<file path="src/rtl/alu_seq_pkg.sv">
// Shared types and constants for the nibble-serial ALU sequencer.
// Select/mode codes follow the 74181 active-high function table.
`timescale 1ns/1ps
package alu_seq_pkg;
  localparam int NIBBLE_W = 4;

  typedef enum logic [1:0] {
    ST_IDLE = 2'd0,
    ST_RUN  = 2'd1,
    ST_DONE = 2'd2
  } state_t;

  typedef struct packed {
    logic [3:0] sel;
    logic       mode;
    logic       cin;
  } op_t;

  localparam logic MODE_ARITH = 1'b0;
  localparam logic MODE_LOGIC = 1'b1;

  localparam op_t OP_ADD = '{sel: 4'b1001, mode: MODE_ARITH, cin: 1'b0};
  localparam op_t OP_SUB = '{sel: 4'b0110, mode: MODE_ARITH, cin: 1'b1};
  localparam op_t OP_XOR = '{sel: 4'b0110, mode: MODE_LOGIC, cin: 1'b0};
  localparam op_t OP_AND = '{sel: 4'b1011, mode: MODE_LOGIC, cin: 1'b0};
endpackage

</file>
<file path="src/rtl/alu_seq_collect.sv">
// Result assembly: indexed nibble write, carry chain register,
// running AND of the per-slice equality flags.
`timescale 1ns/1ps
import alu_seq_pkg::*;

module alu_seq_collect #(
  parameter int NIBBLES = 4,
  parameter int IDX_W   = 2
) (
  input  logic                        clk_i,
  input  logic                        rst_n_i,
  input  logic                        i_load,
  input  logic                        i_cin,
  input  logic                        i_cap,
  input  logic [IDX_W-1:0]            i_idx,
  input  logic [NIBBLE_W-1:0]         i_f,
  input  logic                        i_cout,
  input  logic                        i_eq,
  output logic [NIBBLES*NIBBLE_W-1:0] o_result,
  output logic                        o_carry,
  output logic                        o_equal
);
  logic [NIBBLES*NIBBLE_W-1:0] r_result;
  logic                        r_carry;
  logic                        r_equal;

  always_ff @(posedge clk_i or negedge rst_n_i) begin
    if (!rst_n_i) begin
      r_result <= '0;
      r_carry  <= 1'b0;
      r_equal  <= 1'b0;
    end else if (i_load) begin
      r_result <= '0;
      r_carry  <= i_cin;
      r_equal  <= 1'b1;
    end else if (i_cap) begin
      r_result[i_idx*NIBBLE_W +: NIBBLE_W] <= i_f;
      r_carry  <= i_cout;
      r_equal  <= r_equal & i_eq;
    end
  end

  assign o_result = r_result;
  assign o_carry  = r_carry;
  assign o_equal  = r_equal;
endmodule

</file>
<file path="src/rtl/alu_nibble_sequencer.sv">
// Drives an external 4-bit ALU slice once per nibble, LSB first,
// chaining carry through a register; valid/ready on both sides.
`timescale 1ns/1ps
import alu_seq_pkg::*;

module alu_nibble_sequencer #(
  parameter  int NIBBLES = 4,
  localparam int W       = NIBBLE_W * NIBBLES
) (
  input  logic                clk_i,
  input  logic                rst_n_i,
  input  logic                req_valid_i,
  output logic                req_ready_o,
  input  logic [W-1:0]        op_a_i,
  input  logic [W-1:0]        op_b_i,
  input  logic [3:0]          sel_i,
  input  logic                mode_i,
  input  logic                carry_in_i,
  output logic [3:0]          alu_s_o,
  output logic                alu_m_o,
  output logic                alu_cn_o,
  output logic [NIBBLE_W-1:0] alu_a_o,
  output logic [NIBBLE_W-1:0] alu_b_o,
  input  logic [NIBBLE_W-1:0] alu_f_i,
  input  logic                alu_cout_i,
  input  logic                alu_eq_i,
  output logic                rsp_valid_o,
  input  logic                rsp_ready_i,
  output logic [W-1:0]        result_o,
  output logic                carry_out_o,
  output logic                equal_o,
  output logic                busy_o
);
  localparam int IDX_W = (NIBBLES > 1) ? $clog2(NIBBLES) : 1;
  localparam logic [IDX_W-1:0] LAST = IDX_W'(NIBBLES - 1);

  state_t           r_state;
  state_t           w_next;
  logic [IDX_W-1:0] r_idx;
  logic [W-1:0]     r_a;
  logic [W-1:0]     r_b;
  logic [3:0]       r_sel;
  logic             r_mode;
  logic             w_accept;
  logic             w_cap;

  assign w_accept = req_valid_i & req_ready_o;

  always_ff @(posedge clk_i or negedge rst_n_i) begin
    if (!rst_n_i) begin
      r_state <= ST_IDLE;
      r_idx   <= '0;
      r_a     <= '0;
      r_b     <= '0;
      r_sel   <= '0;
      r_mode  <= 1'b0;
    end else begin
      r_state <= w_next;
      if (w_accept) begin
        r_a    <= op_a_i;
        r_b    <= op_b_i;
        r_sel  <= sel_i;
        r_mode <= mode_i;
        r_idx  <= '0;
      end else if (w_cap && r_idx != LAST) begin
        r_idx <= r_idx + 1'b1;
      end
    end
  end

  // ALU drive is gated to RUN so the slice sees zeros when idle.
  always_comb begin
    w_next      = r_state;
    req_ready_o = 1'b0;
    rsp_valid_o = 1'b0;
    busy_o      = 1'b1;
    w_cap       = 1'b0;
    alu_s_o     = '0;
    alu_m_o     = 1'b0;
    alu_cn_o    = 1'b0;
    alu_a_o     = '0;
    alu_b_o     = '0;
    unique case (1'b1)
      (r_state == ST_IDLE): begin
        req_ready_o = 1'b1;
        busy_o      = 1'b0;
        if (req_valid_i) w_next = ST_RUN;
      end
      (r_state == ST_RUN): begin
        w_cap    = 1'b1;
        alu_s_o  = r_sel;
        alu_m_o  = r_mode;
        alu_cn_o = carry_out_o;
        alu_a_o  = r_a[r_idx*NIBBLE_W +: NIBBLE_W];
        alu_b_o  = r_b[r_idx*NIBBLE_W +: NIBBLE_W];
        if (r_idx == LAST) w_next = ST_DONE;
      end
      (r_state == ST_DONE): begin
        rsp_valid_o = 1'b1;
        if (rsp_ready_i) w_next = ST_IDLE;
      end
      default: w_next = ST_IDLE;
    endcase
  end

  alu_seq_collect #(
    .NIBBLES (NIBBLES),
    .IDX_W   (IDX_W)
  ) u_collect (
    .clk_i    (clk_i),
    .rst_n_i  (rst_n_i),
    .i_load   (w_accept),
    .i_cin    (carry_in_i),
    .i_cap    (w_cap),
    .i_idx    (r_idx),
    .i_f      (alu_f_i),
    .i_cout   (alu_cout_i),
    .i_eq     (alu_eq_i),
    .o_result (result_o),
    .o_carry  (carry_out_o),
    .o_equal  (equal_o)
  );
endmodule

</file>
<file path="config.mk">
export PLATFORM = sky130hd
export DESIGN_NAME = alu_nibble_sequencer
export DESIGN_NICKNAME = d
export VERILOG_FILES = /design/src/rtl/alu_seq_pkg.sv /design/src/rtl/alu_seq_collect.sv /design/src/rtl/alu_nibble_sequencer.sv
export SDC_FILE = /design/constraint.sdc
export NUM_CORES = 1
export LEC_CHECK = 0
export CELL_PAD_IN_SITES_DETAIL_PLACEMENT = 1
export CELL_PAD_IN_SITES_GLOBAL_PLACEMENT = 2
export CORE_ASPECT_RATIO = 1.75
export CORE_MARGIN = 10
export CORE_UTILIZATION = 36
export CTS_BUF_LIST = sky130_fd_sc_hd__clkbuf_2
export CTS_CLUSTER_DIAMETER = 150
export DETAILED_ROUTE_END_ITERATION = 10
export PLACE_DENSITY_LB_ADDON = 0.05
export SLEW_MARGIN = 20
export SYNTH_ARGS = -nofsm -noshare
export SYNTH_HDL_FRONTEND = slang
export SYNTH_HIERARCHICAL = 1
export SYNTH_SLANG_ARGS = --single-unit
</file>
<file path="constraint.sdc">
create_clock -name clk_i -period 4.32 [get_ports clk_i]
set_clock_uncertainty 0.1 [all_clocks]
set_input_delay 0.864 -clock clk_i [delete_from_list [all_inputs] [get_ports clk_i]]
set_output_delay 0.864 -clock clk_i [all_outputs]
set_load 0.05 [all_outputs]
</file>
==> reports/summary.md <==
Logic synthesis
• 32 — Cell variety after synth
• 26.1% — multiplexer area fraction after synthesis
• 14.4 um^2 — Avg Inst Size Synth
• 59 — Synth Register Bits
• 49.9% — sequential element share of the synthesized area
• 6 — warning count from the yosys run
• 260 — number of nets produced by synthesis
• 2960 um^2 — synthesized area
• 2.54% — Post-Synth Adder-Cell Area
• 0.296% — XOR/XNOR Fraction of Synth Area
• 9.34% — simple-gate share of the synthesized area
• multiplexers — combinational family with the most area after synthesis
• 206 — synthesized instance count
• 6.98% — Synth Area in Compound Gates

Clock network
• 0 — hold-fix buffers at CTS
• 0 — number of gates resized after CTS
• 2 — number of buffers on the longest clock path
• 59 — CTS sink count
• sky130_fd_sc_hd__clkbuf_2 — CTS root buf
• done — CTS tree
• 0.49 ns — Skew-Pair Late Insertion Delay
• 3 — maximum level of the CTS H-tree
• 9 — number of buffers added by the clock tree synthesis step
• 0 — Post-CTS Setup Inserts
• 0.17 ns — clk slew on worst S/H paths

STA
• 280 MHz — maximum clock frequency
• 82.7% — final worst path period share
• 3.57 ns — crit path time final
• 0.855 ns — pin slew with the least headroom to its limit
• false — unrepaired setup endpoints after global routing
• 0.361 ns — Hold WS
• 0 — Hold Violations, Final
• 0 — Pins Over Slew Limit
• 0 ns — final-layout setup total negative slack
• 43.0% — worst slew margin relative to its limit
• 0 — total setup violations reported at the end of the flow

Final layout
• 21.4% — fraction of layout instances using a drive strength above 1
• 0 — diode insertion count for antenna repair
• 30.5% — area overhead of the layout relative to synthesis
• 822 — number of fill cells
• 344 — Total Nets Final

GRT
• 38 — pin count of the biggest net entering global routing
• 0 — initial antenna violation count
• 13.1% — Total Routing Usage GR
• 0 — Overflow after GRT
• 12300 um — wire length of the first global-routing pass
• 2338 — number of global-route vias before repair

Min path
• in2async — Hold Crit Class

Route
• 1972 — Vias
• 0 — Post-route DRC
• 4 — length of the first detailed-routing pass in iterations
• 46 — 1st-iter DRT viols
• 7450 um — total wirelength of the detailed-routed design
• 0 — remaining number of nets flagged by the antenna check after routing
• 5.14 — per-cell via count in the routed design
• 19.4 um — final routed wire length divided by cell count

Die
• 37.2% — starting utilization of the core area
• 12400 um^2 — total die area
• 7960 um^2 — core region area
• 83 — I/O pin count
• 140 um — floorplan die height
• 88.5 um — Die Span X
• 43 — Cell Rows

Pwr
• 0.378 mV — Max rail drop VDD
• 1.71 nW — static leakage
• 817 nW/um^2 — total power divided by cell area

Setup path
• 3.36 ns — Crit path required time
• 16 — maximum fanout encountered on the critical timing path
• 2.07 ns — worst setup slack for register-to-register paths
• output pin — endpoint type of the worst setup path
• reg2out — kind of critical path
• register — startpoint type of the worst setup path
• 2.61 ns — critical path arrival

Status
• completed — run status

Place
• 0.721 — RD Place Congestion
• 82 — # port buffers
• 5590 um — post-DP HPWL

Flow run
• 0 — number of violations of the max-capacitance limit

==> cells in the mapped netlist (all sizes together) <==
| cell type | count | area share, % |
|---|---|---|
| clkbuf | 1 | 0.25 |
| nand2 | 2 | 0.25 |
| nand2b | 6 | 1.3 |
| nor2 | 3 | 0.47 |
| or2 | 1 | 0.21 |
| inv | 4 | 0.51 |
| buf | 12 | 4.1 |
| mux2i | 22 | 7.4 |
| a21o | 1 | 0.25 |
| o22ai | 8 | 1.7 |
| o21ai | 1 | 0.17 |
| nor3b | 1 | 0.25 |
| xnor2 | 1 | 0.30 |
| a22o | 1 | 0.30 |
| a21oi | 3 | 0.51 |
| nor2b | 1 | 0.21 |
| a32o | 12 | 4.1 |
| mux2 | 37 | 19 |
| ha | 6 | 2.5 |
| and2 | 9 | 2.0 |
| or4b | 4 | 1.4 |
| dfrtp | 59 | 50 |
| and2b | 9 | 2.5 |
| and4bb | 2 | 0.85 |
==> cell usage in the layout, fill, tap and decap left out, drive strengths merged <==
master,n
and2b,9
o21ai,1
a22o,1
clkinv,5
mux2,37
a21o,1
a21oi,3
mux2i,22
ha,6
clkbuf,10
nand2b,6
a32o,12
nor3b,1
or4b,4
o22ai,8
buf,5
inv,4
nor2b,1
or2,1
clkdlybuf4s50,81
nand2,2
and4bb,2
dfrtp,59
and2,9
xnor2,1
nor2,3
==> power breakdown <==
part	internal [mW]	total, mW	switching [mW]
combinational	0.854	1.90	1.04
clock	0.0677	0.264	0.196
sequential	0.794	0.992	0.198
==> critical path, stage by stage, from the launching register on <==
cell                              delay (ns)
sky130_fd_sc_hd__dfrtp_1                0.66
sky130_fd_sc_hd__nand2_1                0.35
sky130_fd_sc_hd__o22ai_1                0.26
sky130_fd_sc_hd__clkdlybuf4s50_1        0.85
==> state kept, by name (all words and copies together), names as in the netlist <==
name and cells:
r_a 16, r_b 16, r_idx 2, r_mode 1, r_sel 4, r_state 2, u_collect/o_carry 1, u_collect/o_equal 1
u_collect/o_result 16
==> area by class of cell <==
type                       instances  area (um^2)  share of cell area, %
sequential                        59         1480                   38.3
clock inverter                     5         21.3                  0.551
clock buffer                      10         50.0                   1.30
tap                               90          113                   2.92
inverter                           4         15.0                  0.389
multi-input combinational        130         1340                   34.7
timing repair buffer              86          846                   21.9
==> per-stage QoR <==
stage          worst slack (ns)  cell area, um^2  power [mW]  utilization (%)  std cells
2_1_floorplan              1.62             2960        2.40                -        206
3_3_place_gp               1.12             3790        2.91             47.6        369
3_5_place_dp               1.02             3790        2.94             47.6        369
4_1_cts                   0.456             3860        3.22             48.5        384
5_1_grt                   0.522             3860        3.37             48.5        384
6_report                  0.748             3860        3.15             48.5        384
==> kinds of logic after synthesis <==
| group | after synthesis |
|---|---|
| muxes | 59 |
| DFF | 59 |
| and+or+nand+nor | 38 |
| AOI/OAI and AO/OA | 26 |
| buffers and inverters | 17 |
| adders and majority gates | 6 |
| xor gates and xnor gates | 1 |
==> metal layers <==
layer	share of wire [%]	track usage, %
met1	39	13.2
met2	55	23.5
met3	5.0	4.12
met4	1.2	5.65
met5	0	0
==> final timing paths <==
| path | start | to | cells past startpoint |
|---|---|---|---|
| max in group asynchronous | rst_n_i | r_idx[1] | 2 |
| setup / recovery | r_idx[0] | alu_a_o[2] | 3 |
| hold reg to reg | u_collect/o_equal | u_collect/o_equal | 1 |
| min in group clk_i | u_collect/o_equal | u_collect/o_equal | 1 |
| setup reg to reg | r_idx[1] | u_collect/o_result[3] | 4 |
| hold / removal | rst_n_i | u_collect/o_result[0] | 1 |
Note: power is estimated with default switching activity, not from simulation.
